**src/rtl/pwm_controller.sv**
```systemverilog
// 16-channel PWM controller fed by single-cycle register writes from an SPI stage.
// Duty is double-buffered (shadow -> active at period wrap); enables apply immediately.
module pwm_controller #(
  parameter int unsigned MAX_ADDR = 4,
  parameter int unsigned CLK_DIV  = 3000
) (
  input  logic       clk,
  input  logic       rst_n,
  input  logic       wr_valid,
  input  logic [6:0] wr_addr,
  input  logic [7:0] wr_data,
  output logic       wr_err,
  output logic [7:0] uo_out,
  output logic [7:0] uio_out,
  output logic       period_start
);

  localparam logic [15:0] PRESC_LAST = 16'(CLK_DIV - 1);

  logic [15:0] en_out_q, en_out_d;
  logic [15:0] en_pwm_q, en_pwm_d;
  logic [7:0]  duty_shadow_q, duty_shadow_d;
  logic [7:0]  duty_active_q, duty_active_d;
  logic [15:0] presc_q, presc_d;
  logic [7:0]  pwm_cnt_q, pwm_cnt_d;
  logic [15:0] out_q, out_d;
  logic        wr_err_q, wr_err_d;
  logic        period_start_q, period_start_d;

  logic        addr_ok_s;
  logic        tick_s;
  logic        wrap_s;
  logic        pwm_sig_s;

  assign addr_ok_s = ({25'd0, wr_addr} <= MAX_ADDR);
  assign tick_s    = (presc_q == PRESC_LAST);
  assign wrap_s    = tick_s && (pwm_cnt_q == 8'hFF);
  // Full-scale duty must stay high across the cnt=255 slot, so it is special-cased.
  assign pwm_sig_s = (duty_active_q == 8'hFF) ? 1'b1 : (pwm_cnt_q < duty_active_q);

  assign uo_out       = out_q[7:0];
  assign uio_out      = out_q[15:8];
  assign wr_err       = wr_err_q;
  assign period_start = period_start_q;

  // Next-state: register writes, free-running timebase, duty handover and output mux.
  always_comb begin
    en_out_d      = en_out_q;
    en_pwm_d      = en_pwm_q;
    duty_shadow_d = duty_shadow_q;
    wr_err_d      = 1'b0;

    if (wr_valid) begin
      if (addr_ok_s) begin
        case (wr_addr)
          7'h00:   en_out_d[7:0]  = wr_data;
          7'h01:   en_out_d[15:8] = wr_data;
          7'h02:   en_pwm_d[7:0]  = wr_data;
          7'h03:   en_pwm_d[15:8] = wr_data;
          7'h04:   duty_shadow_d  = wr_data;
          default: duty_shadow_d  = duty_shadow_q;
        endcase
      end else begin
        wr_err_d = 1'b1;
      end
    end else begin
      wr_err_d = 1'b0;
    end

    if (tick_s) begin
      presc_d   = 16'd0;
      pwm_cnt_d = pwm_cnt_q + 8'd1;
    end else begin
      presc_d   = presc_q + 16'd1;
      pwm_cnt_d = pwm_cnt_q;
    end

    // The pre-write shadow is used on a coincident write, since duty_shadow_q is sampled here.
    if (wrap_s) begin
      duty_active_d  = duty_shadow_q;
      period_start_d = 1'b1;
    end else begin
      duty_active_d  = duty_active_q;
      period_start_d = 1'b0;
    end

    out_d = en_out_q & (~en_pwm_q | {16{pwm_sig_s}});
  end

  // State and output registers, cleared asynchronously.
  always_ff @(posedge clk or negedge rst_n) begin
    if (!rst_n) begin
      en_out_q       <= 16'd0;
      en_pwm_q       <= 16'd0;
      duty_shadow_q  <= 8'd0;
      duty_active_q  <= 8'd0;
      presc_q        <= 16'd0;
      pwm_cnt_q      <= 8'd0;
      out_q          <= 16'd0;
      wr_err_q       <= 1'b0;
      period_start_q <= 1'b0;
    end else begin
      en_out_q       <= en_out_d;
      en_pwm_q       <= en_pwm_d;
      duty_shadow_q  <= duty_shadow_d;
      duty_active_q  <= duty_active_d;
      presc_q        <= presc_d;
      pwm_cnt_q      <= pwm_cnt_d;
      out_q          <= out_d;
      wr_err_q       <= wr_err_d;
      period_start_q <= period_start_d;
    end
  end

endmodule
```
**config.mk**
```make
export PLATFORM = sky130hd
export DESIGN_NAME = pwm_controller
export DESIGN_NICKNAME = d
export VERILOG_FILES = /design/src/rtl/pwm_controller.sv
export SDC_FILE = /design/constraint.sdc
export NUM_CORES = 1
export LEC_CHECK = 0
export CORE_UTILIZATION = 30
export DETAILED_ROUTE_END_ITERATION = 8
export MAX_ROUTING_LAYER = met4
export SLEW_MARGIN = 20
export SYNTH_ARGS = -nofsm -noshare
export SYNTH_HDL_FRONTEND = slang
export SYNTH_SLANG_ARGS = --single-unit
```
**constraint.sdc**
```tcl
create_clock -name clk -period 3.36 [get_ports clk]
set_input_delay 0.672 -clock clk [delete_from_list [all_inputs] [get_ports clk]]
set_output_delay 0.672 -clock clk [all_outputs]
set_load 0.05 [all_outputs]
```
# After elaboration in Yosys (flattened, before gate mapping)
# Index checks and enable logic that the tools add are counted.
# classes
n_addsub	2
n_lt_le_gt_ge	2
eq_ne	7
muxes	5
bitwise_logic	3
reduce_logical	7
# op_table
cell	n
adder 16 x 1 -> 16 bit, second input constant	1
AND 16 bit	1
equality test 16 x 12 -> 1 bit, second input constant	1
equality test 8 bit, second input constant	2
two-way mux 16 bit	1
NOT 16 bit	1
OR 16 bit	1
AND reduction 3 bit	5
equality test 7 x 2 -> 1 bit, second input constant	2
adder 8 x 1 -> 8 bit, second input constant	1
less-than comparator 8 bit	1
equality test 7 x 1 -> 1 bit, second input constant	1
equality test 7 x 3 -> 1 bit, second input constant	1
<= comparator 7 x 3 -> 1 bit, second input constant	1
logical NOT 7 bit	1
two-way mux 1 bit	4
logical AND 1 bit	1
# word_totals
reg_bits	90
input_bits	18
out_inout_bits	18
word_cells	37

# Depth between registers and ports, before layout
# logic_depth
ltp_word	4
ltp_mapped	7
mapped_depth_nobuf	6

# Worst setup path before layout
# Ideal clock, no wire load.
# synth_timing
path_type	in2reg
from	input wr_addr[3]
to	register en_out_q[11]
setup_time_ns	0.128
arrival_time_ns	1.790
path_slack_ns	1.443
stages	5
path_cell_list	nor4_2 -> and3b_1 -> buf_2 -> nand3b_2 -> mux2_1
# synth_via
elab_chain_len	2
word_cells_on_any_way	3
# synth_rtl
element	line_no	text
start: declaration	10	input logic [6:0] wr_addr,
<= comparator 7 x 3 -> 1 bit / equality test 7 x 1 -> 1 bit (equally long branches)	35, 55	
AND reduction 3 bit (no source line) (*)	--	
end signal: assignment	103	en_out_q <= en_out_d;
end: declaration	20	logic [15:0] en_out_q, en_out_d;
# Every way passes the cells marked *; elsewhere a longest branch is shown, timed or not.
# A chain may end at the register's enable or synchronous reset.

# Worst setup path after layout
# layout_timing
from	register presc_q[0]
to	register presc_q[9]
# layout_via
elab_chain_len	2
word_cells_on_any_way	3
# layout_rtl
element	line_no	text
start: declaration	24	logic [15:0] presc_q, presc_d;
start signal: assignment	107	presc_q <= presc_d;
adder 16 x 1 -> 16 bit / equality test 16 x 12 -> 1 bit (equally long branches)	74, 36	
two-way mux 16 bit (*)	70	if (tick_s) begin
named net presc_d[9]	24	
# Mark *: on every way through the listed nets, which the timed path passes. The rest lies on a longest branch.

==> metrics <==
status finished, final reports clean; cells along the critical path ha_1, nand3_1, and4b_1, o21ai_0, a22o_1; die width 114.0 um; part of the power in combinational logic 0.086; Synth Register Bits 90; ant diodes 0; Placed Instances 480; Pint between 1.5 and 2 mW; CTS tree yes; clock power share 0.402; Max IR drop VDD 270.0 uV; vias in the first global route 2384; Final period util 0.6884; Max-Cap Viols 0; Warnings, synthesis 0; Synth top area share 0.5986; Hold Fails Final Rpt 0; first-pass GRT wire length ~12 mm; # setup viols final 0; Num CTS Buffers 9; DP HPWL 5.026 mm; total length of routed wires around 7.1 mm; clock-pin transition on the worst setup and hold timing paths 60 ps; WS Path Type reg2reg; Vias 2296; Crit path required time 3590 ps; synthesized area per cell about 13 um^2; skew final 10.06 ps; ys flop type dfrtp_1; Ports 36; Post-synth EDFFs 0; fin nets 350; 1st-pass router iterations 4; setup TNS 0 ps; Wirelength per Cell 14.31 um; ys async rst share 1.000; sequential area share after synthesis 0.5986; worst hold path type in2async; Die H 114.0 um; crit path DAT 2540 ps; setup repair bufs after CTS 0; initial antenna violation count 0; Net Sw Power 0.5530 mW; CTS Buffer Depth 2; Post-Syn Area 3762 um^2; layout cell share with drive strength beyond 1 0.2080; sequential share of power 0.511; port bufs 35; Die Area 12990 um^2; pin count of the biggest net entering global routing 55; Rows 40; Lkg Pwr 2.078 nW; worst-path maximum fanout 24; Fmax achieved 432.3 MHz; post-CTS resize count 0; Routability Congestion between 0.7 and 0.8; fin cells between 400 and 500; post-layout min period 2313 ps; CTS sink count 90; Core ar. 12110 um^2; CP max stage delay ~900 ps; Slew headroom 0.4035; initial core utilization 0.3106; worst-margin pin slew 894.1 ps; drt initial violations 83; CP Capture Type flip-flop; RSZ-0062 raised after global routing false; Synth area leaders dfrtp_1 60%, mux2_2 11%, xnor2_1 3.0%, ha_1 3.0%, a21boi_1 2.0%; post-route ant nets 0; highest-delay cell along the critical path and4b_1; Vias/cell 4.638; Area Growth Syn to Fin 21.92%; H-tree levels 3; GRT Util Overall 0.1255; FF-to-FF setup slack 1050 ps; total grt overflow 0; Remaining DRCs 0; switching part of the total 0.2432; CP Launch Type flip-flop; cts hold-fix bufs 0; Mapped Cells 279; Buf/Inv on CP 0; Clock Tree Root clkbuf_16; worst-skew pair later-pin latency 340 ps; Syn Nets 306; fin. max-slew vios 0; PD cells about 500 nW/um^2; post-synth top area cell dfrtp_1; Crit path max-delay family simple AND/OR/NAND/NOR gates; count of different cell masters after synthesis 41
[power groups by stage]
stage	sequential, mW	clock (mW)	combinational (mW)
final	1.16	0.915	0.196
after floorplan	1.23	0	0.0476
after global placement	1.18	0	0.198
after global routing	1.17	0.994	0.211
after detailed placement	1.18	0	0.200
after CTS	1.16	0.948	0.201
[synthesized netlist by cell type, types with 2 or more instances]
library cell / n
dfrtp_1: 90
mux2_2: 37
nand3_1: 15
nor2_1: 13
xnor2_1: 13
nand4_1: 11
o21ai_0: 11
a21boi_1: 10
ha_1: 9
inv_1: 8
a21boi_0: 7
nand2_1: 7
xor2_1: 5
and3_1: 4
buf_2: 4
mux2_1: 4
nand3_2: 2
nand3b_1: 2
nand3b_2: 2
nor2b_1: 2
nor3_1: 2
nor4_2: 2
[cell families after synthesis]
logic type / after synthesis / share of synthesized area
AND/OR/NAND/NOR: 71 / 0.1197
multiplexers: 42 / 0.1267
XOR/XNOR: 18 / 0.04190
AO/OA/AOI/OAI: 36 / 0.06884
adder cells (fa/ha/maj): 9 / 0.02993
flip-flops: 90 / 0.5986
buffers and inverters: 13 / 0.01430
[final timing paths]
path | to | cells after the start | from
worst max-delay path | presc_q[9]$_DFF_PN0_ | 5 | presc_q[0]$_DFF_PN0_
worst min-delay path | presc_q[7]$_DFF_PN0_ | 1 | rst_n
worst max register to register | presc_q[9]$_DFF_PN0_ | 5 | presc_q[0]$_DFF_PN0_
worst min register to register | out_q[8]$_DFF_PN0_ | 1 | en_pwm_q[8]$_DFFE_PN0P_
max in group asynchronous | presc_q[6]$_DFF_PN0_ | 2 | rst_n
min in group clk | out_q[8]$_DFF_PN0_ | 1 | en_pwm_q[8]$_DFFE_PN0P_
[worst reg2reg max path, delay by kind of cell, from the launching register on]
kind	cells	cell delay [ps]
AOI/OAI and AO/OA	2	430
adders and majority gates	1	230
and+or+nand+nor	2	1130
DFF	1	410
[sequential cells by signal, indices dropped and copies added, names as in the netlist]
name,cells
out_q,16
pwm_cnt_q,8
wr_err,1
en_out_q,16
presc_q,16
duty_shadow_q,8
duty_active_q,8
period_start,1
en_pwm_q,16
[cell type report]
class                      count  area (um^2)
timing repair buffer          38        370.4
tap                          168        210.2
fill                        1202         7525
clock inverter                 6        42.54
inverter                       8        30.03
multi-input combinational    176         1456
sequential                    90         2252
clock buffer                   9        225.2
[cells in the final DEF (no fill, tap or decap), types with 2 or more instances in the layout]
cell | synthesis | final
inv_6 | 0 | 2
inv_1 | 8 | 8
nand3_1 | 15 | 15
clkinv_2 | 0 | 2
nand3b_1 | 2 | 2
nand2_1 | 7 | 7
nor2b_1 | 2 | 2
mux2_1 | 4 | 4
nor4_2 | 2 | 2
nor3_1 | 2 | 2
clkbuf_16 | 0 | 9
o21ai_0 | 11 | 11
xor2_1 | 5 | 5
a21boi_0 | 7 | 7
a21boi_1 | 10 | 10
xnor2_1 | 13 | 13
and3_1 | 4 | 4
clkdlybuf4s50_1 | 0 | 34
nand4_1 | 11 | 11
nand3_2 | 2 | 2
dfrtp_1 | 90 | 90
ha_1 | 9 | 9
nor2_1 | 13 | 13
clkinvlp_4 | 0 | 2
nand3b_2 | 2 | 2
mux2_2 | 37 | 37
buf_4 | 0 | 4
[routing by layer]
layer | track usage | vias to the layer above | part of all wire
met4 | 0.04156 | 0 | 0.011
met1 | 0.1596 | 1158 | 0.48
li1 | - | 1096 | -
met3 | 0.03666 | 8 | 0.034
met2 | 0.1919 | 34 | 0.47
met5 | - | - | 0
[through the flow]
step           total power [mW]  hold WS [ps]  setup slack [ps]  instance area [um^2]  utilization
2_1_floorplan             1.282         376.4              1443                  3762            -
3_3_place_gp              1.380         433.9             875.7                  4319       0.3566
3_5_place_dp              1.384         426.9             847.7                  4319       0.3566
4_1_cts                   2.313         394.8              1034                  4587       0.3787
5_1_grt                   2.373         433.0             809.7                  4587       0.3787
6_report                  2.274         374.6              1047                  4587       0.3787
(Power assumes the default switching activity.)
